### config.mk
export PLATFORM = sky130hd
export DESIGN_NAME = alu_mul_seq
export DESIGN_NICKNAME = d
export VERILOG_FILES = /design/src/rtl/alu_mul_seq.sv
export SDC_FILE = /design/constraint.sdc
export NUM_CORES = 1
export LEC_CHECK = 0
export CAP_MARGIN = 5
export CORE_UTILIZATION = 51
export CTS_CLUSTER_SIZE = 25
export DETAILED_ROUTE_END_ITERATION = 7
export GPL_ROUTABILITY_DRIVEN = 0
export GPL_TIMING_DRIVEN = 0
export PLACE_DENSITY = 0.89
export SYNTH_ARGS = -nofsm -noshare
export SYNTH_HDL_FRONTEND = slang
export SYNTH_SLANG_ARGS = --single-unit
### constraint.sdc
create_clock -name clk -period 15.3 [get_ports clk]
set_input_delay 3.06 -clock clk [delete_from_list [all_inputs] [get_ports clk]]
set_output_delay 3.06 -clock clk [all_outputs]
set_load 0.05 [all_outputs]
### src/rtl/alu_mul_seq.sv
// Sequential shift-and-add multiplier that borrows an external ALU for every
// addition and left shift; only the multiplier right-shift is done locally.
module alu_mul_seq (
    input  logic        clk,
    input  logic        reset,
    input  logic        start,
    input  logic [31:0] op_a,
    input  logic [31:0] op_b,
    output logic        busy,
    output logic        done,
    output logic [31:0] product,
    output logic [31:0] alu_a,
    output logic [31:0] alu_b,
    output logic [2:0]  alu_control,
    input  logic [31:0] alu_result,
    input  logic        alu_zero
);

    typedef enum logic [1:0] {
        S_IDLE,
        S_ADD,
        S_SHF,
        S_DONE
    } state_t;

    localparam logic [2:0] ALU_ADD = 3'b000;
    localparam logic [2:0] ALU_SLL = 3'b101;

    state_t      state_q, state_d;
    logic [31:0] p_q, p_d;
    logic [31:0] m_q, m_d;
    logic [31:0] q_q, q_d;
    logic [31:0] product_q, product_d;
    logic        busy_q, busy_d;
    logic        done_q, done_d;
    logic [31:0] alu_a_q, alu_a_d;
    logic [31:0] alu_b_q, alu_b_d;
    logic [2:0]  alu_ctrl_q, alu_ctrl_d;

    // The ALU flag carries no information this sequencer needs.
    logic unused_alu_zero;
    assign unused_alu_zero = alu_zero;

    always_comb begin
        state_d   = state_q;
        p_d       = p_q;
        m_d       = m_q;
        q_d       = q_q;
        product_d = product_q;

        case (state_q)
            S_IDLE: begin
                if (start) begin
                    p_d     = '0;
                    m_d     = op_a;
                    q_d     = op_b;
                    state_d = (op_b != '0) ? S_ADD : S_DONE;
                end
            end
            S_ADD: begin
                if (q_q[0]) begin
                    p_d = alu_result;
                end
                state_d = S_SHF;
            end
            S_SHF: begin
                m_d     = alu_result;
                q_d     = q_q >> 1;
                state_d = (q_d == '0) ? S_DONE : S_ADD;
            end
            S_DONE: begin
                state_d = S_IDLE;
            end
            default: begin
                state_d = S_IDLE;
            end
        endcase

        if (state_d == S_DONE) begin
            product_d = p_d;
        end

        // Outputs are decoded from the next state so they leave a register
        // already aligned with the state they describe.
        busy_d     = (state_d != S_IDLE);
        done_d     = (state_d == S_DONE);
        alu_a_d    = '0;
        alu_b_d    = '0;
        alu_ctrl_d = ALU_ADD;
        case (state_d)
            S_ADD: begin
                alu_a_d    = p_d;
                alu_b_d    = m_d;
                alu_ctrl_d = ALU_ADD;
            end
            S_SHF: begin
                alu_a_d    = m_d;
                alu_b_d    = 32'd1;
                alu_ctrl_d = ALU_SLL;
            end
            default: begin
                alu_a_d    = '0;
                alu_b_d    = '0;
                alu_ctrl_d = ALU_ADD;
            end
        endcase
    end

    always_ff @(posedge clk or posedge reset) begin
        if (reset) begin
            state_q    <= S_IDLE;
            p_q        <= '0;
            m_q        <= '0;
            q_q        <= '0;
            product_q  <= '0;
            busy_q     <= 1'b0;
            done_q     <= 1'b0;
            alu_a_q    <= '0;
            alu_b_q    <= '0;
            alu_ctrl_q <= ALU_ADD;
        end else begin
            state_q    <= state_d;
            p_q        <= p_d;
            m_q        <= m_d;
            q_q        <= q_d;
            product_q  <= product_d;
            busy_q     <= busy_d;
            done_q     <= done_d;
            alu_a_q    <= alu_a_d;
            alu_b_q    <= alu_b_d;
            alu_ctrl_q <= alu_ctrl_d;
        end
    end

    assign busy        = busy_q;
    assign done        = done_q;
    assign product     = product_q;
    assign alu_a       = alu_a_q;
    assign alu_b       = alu_b_q;
    assign alu_control = alu_ctrl_q;

endmodule

==> impl_results.md, run 1 <==
- Async SR Flop Fraction: 1.00
- Status: finished clean
- Setup TNS: 0 ps
- R2r worst-path depth: 8
- Cell row count: 45
- Initial antenna violation count: 0
- Clk Latency, worst-skew pair: 430 ps
- Starting DRT DRC Count: 499
- Final setup viols: 0
- GR Overflow Total: 0
- Post-layout min period: 5090 ps
- Synth top area cells: dfrtp_1 (62%), a22o_1 (7.1%), mux2_4 (5.1%), mux2i_1 (4.2%), o21ai_0 (4.0%)
- Reg2reg start: state_q[1]$_DFF_PP0_
- YS warnings: 0
- DP Cell Count: 1021
- Setup Fix Bufs, Post-CTS: 0
- Area leader, netlist: dfrtp_1
- Static leakage: 4.87 nW
- Hold Buf Count CTS: 0
- Non-filler instance count after layout: 1052
- Post-route ant nets: 0
- Die Height: 127 microns
- Final hold vios: 0
- Critical Path AT: 5400 ps
- Most used DFF post-synth: dfrtp_1
- Layout area overhead: 35.5%
- Fin Clk Skew: 6.85 ps
- Routed wire length: 22500 microns
- Final Cycle Share: 0.332
- Largest net degree at the start of global routing: 118
- Total core area: 0.0152 sq mm
- Clk slew on worst S/H paths: 70 ps
- CTS Buf Count: 17
- Longest Clk Path Bufs: 2
- CP max FO: 10
- Slew @ Worst Pin: 824 ps
- Cells along the critical path: clkdlybuf4s50_1, nor2b_1, clkbuf_1, nand3_1, nor3_4, nor2_4, buf_6, mux2_4
- Pwr dens: 204 mW/mm^2
- Port-buffer cells: 198
- Number of synthesized flops with an enable pin: 0
- Vias in the first global route: 6408
- HP Class: flop to flop
- Worst setup path start: start
- NumNets Final: 952
- Total power: 2.19 mW
- Clk root buf: clkbuf_16
- Mapped Area: 0.00793 sq mm
- Mean Syn Cell Area: 12.5 sq um
- Critical Path RT: 15620 ps
- First-pass iteration count of the detailed router: 5
- CP endpoint kind: flop
- Post-DP Area: 0.0102 sq mm
- First-pass GRT wire length: 35100 microns
- N_diodes: 0
- Final Slew Violations: 0
- RSZ-0062 raised after global routing: no
- R2R setup slack: 12950 ps
- Via density: 5.70
- Routed vias: 5994
- Fmax: 197 MHz
- Yosys reg bits: 197
- Layout cells sized above 1: 0.106
- Cell count after synthesis: 634
- Final Cell Area: 0.0107 sq mm
- FF-to-FF End: product[11]$_DFFE_PP0P_
- Synth Net Count: 734
- Clock sinks: 197
- H-tree depth: 4
- GRT Util Overall: 0.293
- Full die area: 0.0160 sq mm
- Slew headroom: 0.451
- Synth cell count leaders: dfrtp_1 (197), nand2_1 (71), a22o_1 (64), o21ai_0 (64), mux2i_1 (33)
- Synth top area share: 0.622
- CTS tree: yes
- CP Launch Type: input port
- Cell at the slowest stage of the critical path: clkdlybuf4s50_1
- Yosys cell types: 37
- Post-DP HPWL: 15300 microns
- CP peak stage delay: 580 ps
- DRC: 0
- Peak VDD IR: 0.132 mV
- Die W: 127 microns
- Worst Setup EP: product[11]$_DFFE_PP0P_
- Post-cts gate resize count: 0
- Mean routed wirelength per cell: 21.4 microns
- Register area share after synthesis: 0.622
- Count leader, synth: dfrtp_1
- Max-cap violations: 0
- Fin util: 0.707
- I/O pins: 201
- Initial Util: 0.522
- Crit path kind: input port to flop
[final cells by class]
| class | count | area (sq um) |
|---|---|---|
| sequential | 197 | 4930 |
| fill | 1041 | 4460 |
| multi-input combinational | 374 | 2710 |
| timing repair buffer | 199 | 2010 |
| clock buffer | 19 | 443 |
| buffer | 51 | 248 |
| tap | 188 | 235 |
| clock inverter | 12 | 123 |
| inverter | 12 | 52.6 |
[per-layer routing]
| layer | share of wire | wire [microns] | track usage | up-vias |
|---|---|---|---|---|
| li1 | - | - | - | 2696 |
| met1 | 0.41 | 9290 | 0.369 | 2993 |
| met2 | 0.49 | 10900 | 0.481 | 256 |
| met3 | 0.076 | 1700 | 0.0911 | 49 |
| met4 | 0.025 | 554 | 0.103 | 0 |
| met5 | 0 | 0 | 0 | - |
[worst min-delay path by stage]
stage	slack [ps]	cells past startpoint	endpoint	from
detailed placement	490	1	alu_a[4]$_DFF_PP0_	m_q[4]$_DFF_PP0_
floorplan	470	2	m_q[10]$_DFF_PP0_	m_q[10]$_DFF_PP0_
global route	520	1	alu_a[14]$_DFF_PP0_	m_q[14]$_DFF_PP0_
global placement	480	1	alu_a[12]$_DFF_PP0_	m_q[12]$_DFF_PP0_
finish	500	1	alu_a[4]$_DFF_PP0_	m_q[4]$_DFF_PP0_
CTS	500	1	alu_a[4]$_DFF_PP0_	m_q[4]$_DFF_PP0_
[per-stage QoR]
stage               setup WS, ps  hold WS (ps)
floorplan                   6870           471
global placement            4520           477
detailed placement          9770           489
CTS                        10230           504
global route               10160           519
finish                     10210           502
[cells in the final DEF, fill, tap and decap left out, drive strengths merged, types with 14 or more instances in the layout]
master	netlist	final
buf	24	25
mux2	32	32
a22o	64	64
a22oi	31	31
nor4	14	14
and2	32	32
dfrtp	197	197
clkbuf	27	46
nand2	71	71
o21ai	64	64
mux2i	33	33
inv	12	16
clkdlybuf4s50	0	198
[power breakdown]
part           total, mW  switching, mW  internal, mW
Combinational      0.960          0.635         0.324
Sequential         0.802         0.0920         0.710
Clock              0.430          0.199         0.231
[logic make-up after synthesis]
family,synth area share
DFF,0.622
AOI/OAI and AO/OA,0.149
and+or+nand+nor,0.0922
muxes,0.0999
buffers and inverters,0.0369
other,0.000473
[critical path: cells and delay by family]
kind	cells	cell delay, ps
buf+inv	3	1180
mux	1	300
simple gates	4	840
[sequential cells by signal, summed over array words and instances, names as in the netlist]
register,flops
m_q,32
busy,1
alu_control,1
state_q,2
alu_a,32
product,32
done,1
alu_b,32
p_q,32
q_q,32
Note: power is estimated with default switching activity, not from simulation.
==> inputs of run 2 (changes only) <==
--- a/config.mk
+++ b/config.mk
@@ -6,12 +6,12 @@
 export NUM_CORES = 1
 export LEC_CHECK = 0
 export CAP_MARGIN = 5
-export CORE_UTILIZATION = 51
+export CORE_UTILIZATION = 44
 export CTS_CLUSTER_SIZE = 25
 export DETAILED_ROUTE_END_ITERATION = 7
 export GPL_ROUTABILITY_DRIVEN = 0
 export GPL_TIMING_DRIVEN = 0
-export PLACE_DENSITY = 0.89
+export PLACE_DENSITY = 0.82
 export SYNTH_ARGS = -nofsm -noshare
 export SYNTH_HDL_FRONTEND = slang
 export SYNTH_SLANG_ARGS = --single-unit
==> constraint.sdc (replaced) <==
create_clock -name clk -period 4.1 [get_ports clk]
set_input_delay 0.82 -clock clk [delete_from_list [all_inputs] [get_ports clk]]
set_output_delay 0.82 -clock clk [all_outputs]
set_load 0.05 [all_outputs]
==> impl_results.md, run 2 (same netlist as run 1, synthesis figures left out) <==
- Most common cell after layout, fill and taps aside: clkdlybuf4s50_1 (unchanged)
- Layout area overhead: 37.6% (was 35.5%)
- Post-layout min period: 2830 ps
- Cells along the critical path: clkdlybuf4s50_1, nor2b_1, clkbuf_1, nand3_1, nor3_4, nor2_4, buf_6, mux2_4 (unchanged)
- HP Class: flop to flop (unchanged)
- GR Overflow Total: 0 (unchanged)
- DRC: 0 (unchanged)
- Cell at the slowest stage of the critical path: clkdlybuf4s50_1 (unchanged)
- Post-DP Area: 0.0103 sq mm (was 0.0102 sq mm)
- Port-buffer cells: 198 (unchanged)
- Post-cts gate resize count: 0 (unchanged)
- Most frequent cells in the layout: clkdlybuf4s50_1 (198), dfrtp_1 (197), nand2_1 (71) (unchanged)
- Largest net degree at the start of global routing: 44 (was 118)
- Fmax: 354 MHz
- First-pass GRT wire length: 35600 microns (was 35100 microns)
- Routed vias: 5970 (was 5994)
- CP endpoint kind: flop (unchanged)
- Longest Clk Path Bufs: 2 (unchanged)
- Clk root buf: clkbuf_16 (unchanged)
- Vias in the first global route: 6259 (was 6408)
- Critical Path AT: 3140 ps (was 5400 ps)
- First-pass iteration count of the detailed router: 5 (unchanged)
- Clk Latency, worst-skew pair: 440 ps (was 430 ps)
- Total power: 8.32 mW (was 2.19 mW)
- Clk network pwr share: 0.211 (was 0.196)
- CP peak stage delay: 570 ps (was 580 ps)
- CTS Buf Count: 17 (unchanged)
- Die W: 136 microns (was 127 microns)
- Register share of total power: 0.358 (was 0.366)
- Initial Util: 0.454 (was 0.522)
- I/O pins: 201 (unchanged)
- Final Slew Violations: 0 (unchanged)
- Starting DRT DRC Count: 404 (was 499)
- Final setup margin: 1270 ps (was 10210 ps)
- Final Cell Area: 0.0109 sq mm (was 0.0107 sq mm)
- Routed wire length: 23100 microns (was 22500 microns)
- Post-route ant nets: 0 (unchanged)
- Filler Cell Count: 1343 (was 1041)
- Switching share of power: 0.417 (was 0.423)
- Slew @ Worst Pin: 865 ps (was 824 ps)
- Post-DP HPWL: 16000 microns (was 15300 microns)
- Final Cycle Share: 0.690
- Setup TNS: 0 ps (unchanged)
- Crit path kind: input port to flop (unchanged)
- P_int: 4.86 mW (was 1.27 mW)
- N_diodes: 0 (unchanged)
- Mean routed wirelength per cell: 21.1 microns (was 21.4 microns)
- Worst setup path start: start (unchanged)
- Via density: 5.46 (was 5.70)
- Peak VDD IR: 0.380 mV (was 0.132 mV)
- Critical Path RT: 4420 ps (was 15620 ps)
- CP Launch Type: input port (unchanged)
- GRT Util Overall: 0.262 (was 0.293)
- RSZ-0062 raised after global routing: no (unchanged)
- Slew headroom: 0.423 (was 0.451)
- Die Height: 136 microns (was 127 microns)
- Status: finished clean (unchanged)
- Static leakage: 4.93 nW (was 4.87 nW)
- H-tree depth: 4 (unchanged)
- Switching power: 3.47 mW (was 0.926 mW)
- NumNets Final: 956 (was 952)
- Layout cells sized above 1: 0.110 (was 0.106)
- Setup Fix Bufs, Post-CTS: 0 (unchanged)
- Initial antenna violation count: 0 (unchanged)
- CTS tree: yes (unchanged)
- Dpl ws: 878 ps (was 9770 ps)
- CP max FO: 10 (unchanged)
- Final hold vios: 0 (unchanged)
- Cell row count: 48 (was 45)
- HP Start: m_q[28]$_DFF_PP0_ (was m_q[4]$_DFF_PP0_)
- Full die area: 0.0186 sq mm (was 0.0160 sq mm)
- Total core area: 0.0175 sq mm (was 0.0152 sq mm)
- Clock sinks: 197 (unchanged)
- Max-cap violations: 0 (unchanged)
- Hold Buf Count CTS: 0 (unchanged)
- Pwr dens: 763 mW/mm^2 (was 204 mW/mm^2)
- Reg2reg start: state_q[1]$_DFF_PP0_ (unchanged)
- Combinational power share: 0.431 (was 0.438)
- Final setup viols: 0 (unchanged)
- Clk slew on worst S/H paths: 70 ps (about the same)
- Fin Clk Skew: 11.7 ps (was 6.85 ps)
## run 2: per-layer routing
layer / track usage / wire [microns]
met1: 0.345 / 9970
met2: 0.430 / 11400
met3: 0.0638 / 1400
met4: 0.0735 / 365
met5: 0 / 0
## run 2: worst max-delay path: cells and delay by family
family	cells	cell delay, ps
buffers and inverters	3	1180
AND/OR/NAND/NOR	4	820
multiplexers	1	310
## run 2: through the flow
step / utilization / instances / hold slack [ps]
after floorplan: - / 634 / 471
after global placement: 0.583 / 1057 / 478
after detailed placement: 0.589 / 1062 / 487
after CTS: 0.624 / 1094 / 507
after global routing: 0.624 / 1094 / 522
final: 0.624 / 1094 / 510
## run 2: area by class of cell
cell class | instances | area [sq um] | area share
Clock inverter | 12 | 165 | 0.0151
Tap cell | 225 | 282 | 0.0258
Sequential cell | 197 | 4930 | 0.452
Multi-Input combinational cell | 374 | 2710 | 0.248
Buffer | 51 | 248 | 0.0227
Inverter | 12 | 48.8 | 0.00447
Timing Repair Buffer | 203 | 2080 | 0.191
Clock buffer | 20 | 447 | 0.0409
## run 2: final timing paths
kind / end / slack, ps / cells after the start
worst max register to register: alu_b[20]$_DFF_PP0_ / 1740 / 6
worst min register to register: alu_a[28]$_DFF_PP0_ / 510 / 1
worst min-delay path: alu_a[28]$_DFF_PP0_ / 510 / 1
min in group asynchronous: q_q[2]$_DFFE_PP0P_ / 780 / 2
max in group asynchronous: alu_b[19]$_DFF_PP0_ / 2480 / 4
worst max-delay path: product[15]$_DFFE_PP0P_ / 1270 / 8
## run 2: power groups by stage
| stage | clock (mW) | sequential, mW | combinational (mW) |
|---|---|---|---|
| 6_report | 1.75 | 2.98 | 3.59 |
| 5_1_grt | 1.85 | 3.04 | 3.82 |
| 4_1_cts | 1.76 | 2.98 | 3.59 |
| 3_5_place_dp | 0 | 3.00 | 3.58 |
| 3_3_place_gp | 0 | 2.98 | 3.50 |
| 2_1_floorplan | 0 | 3.86 | 1.39 |
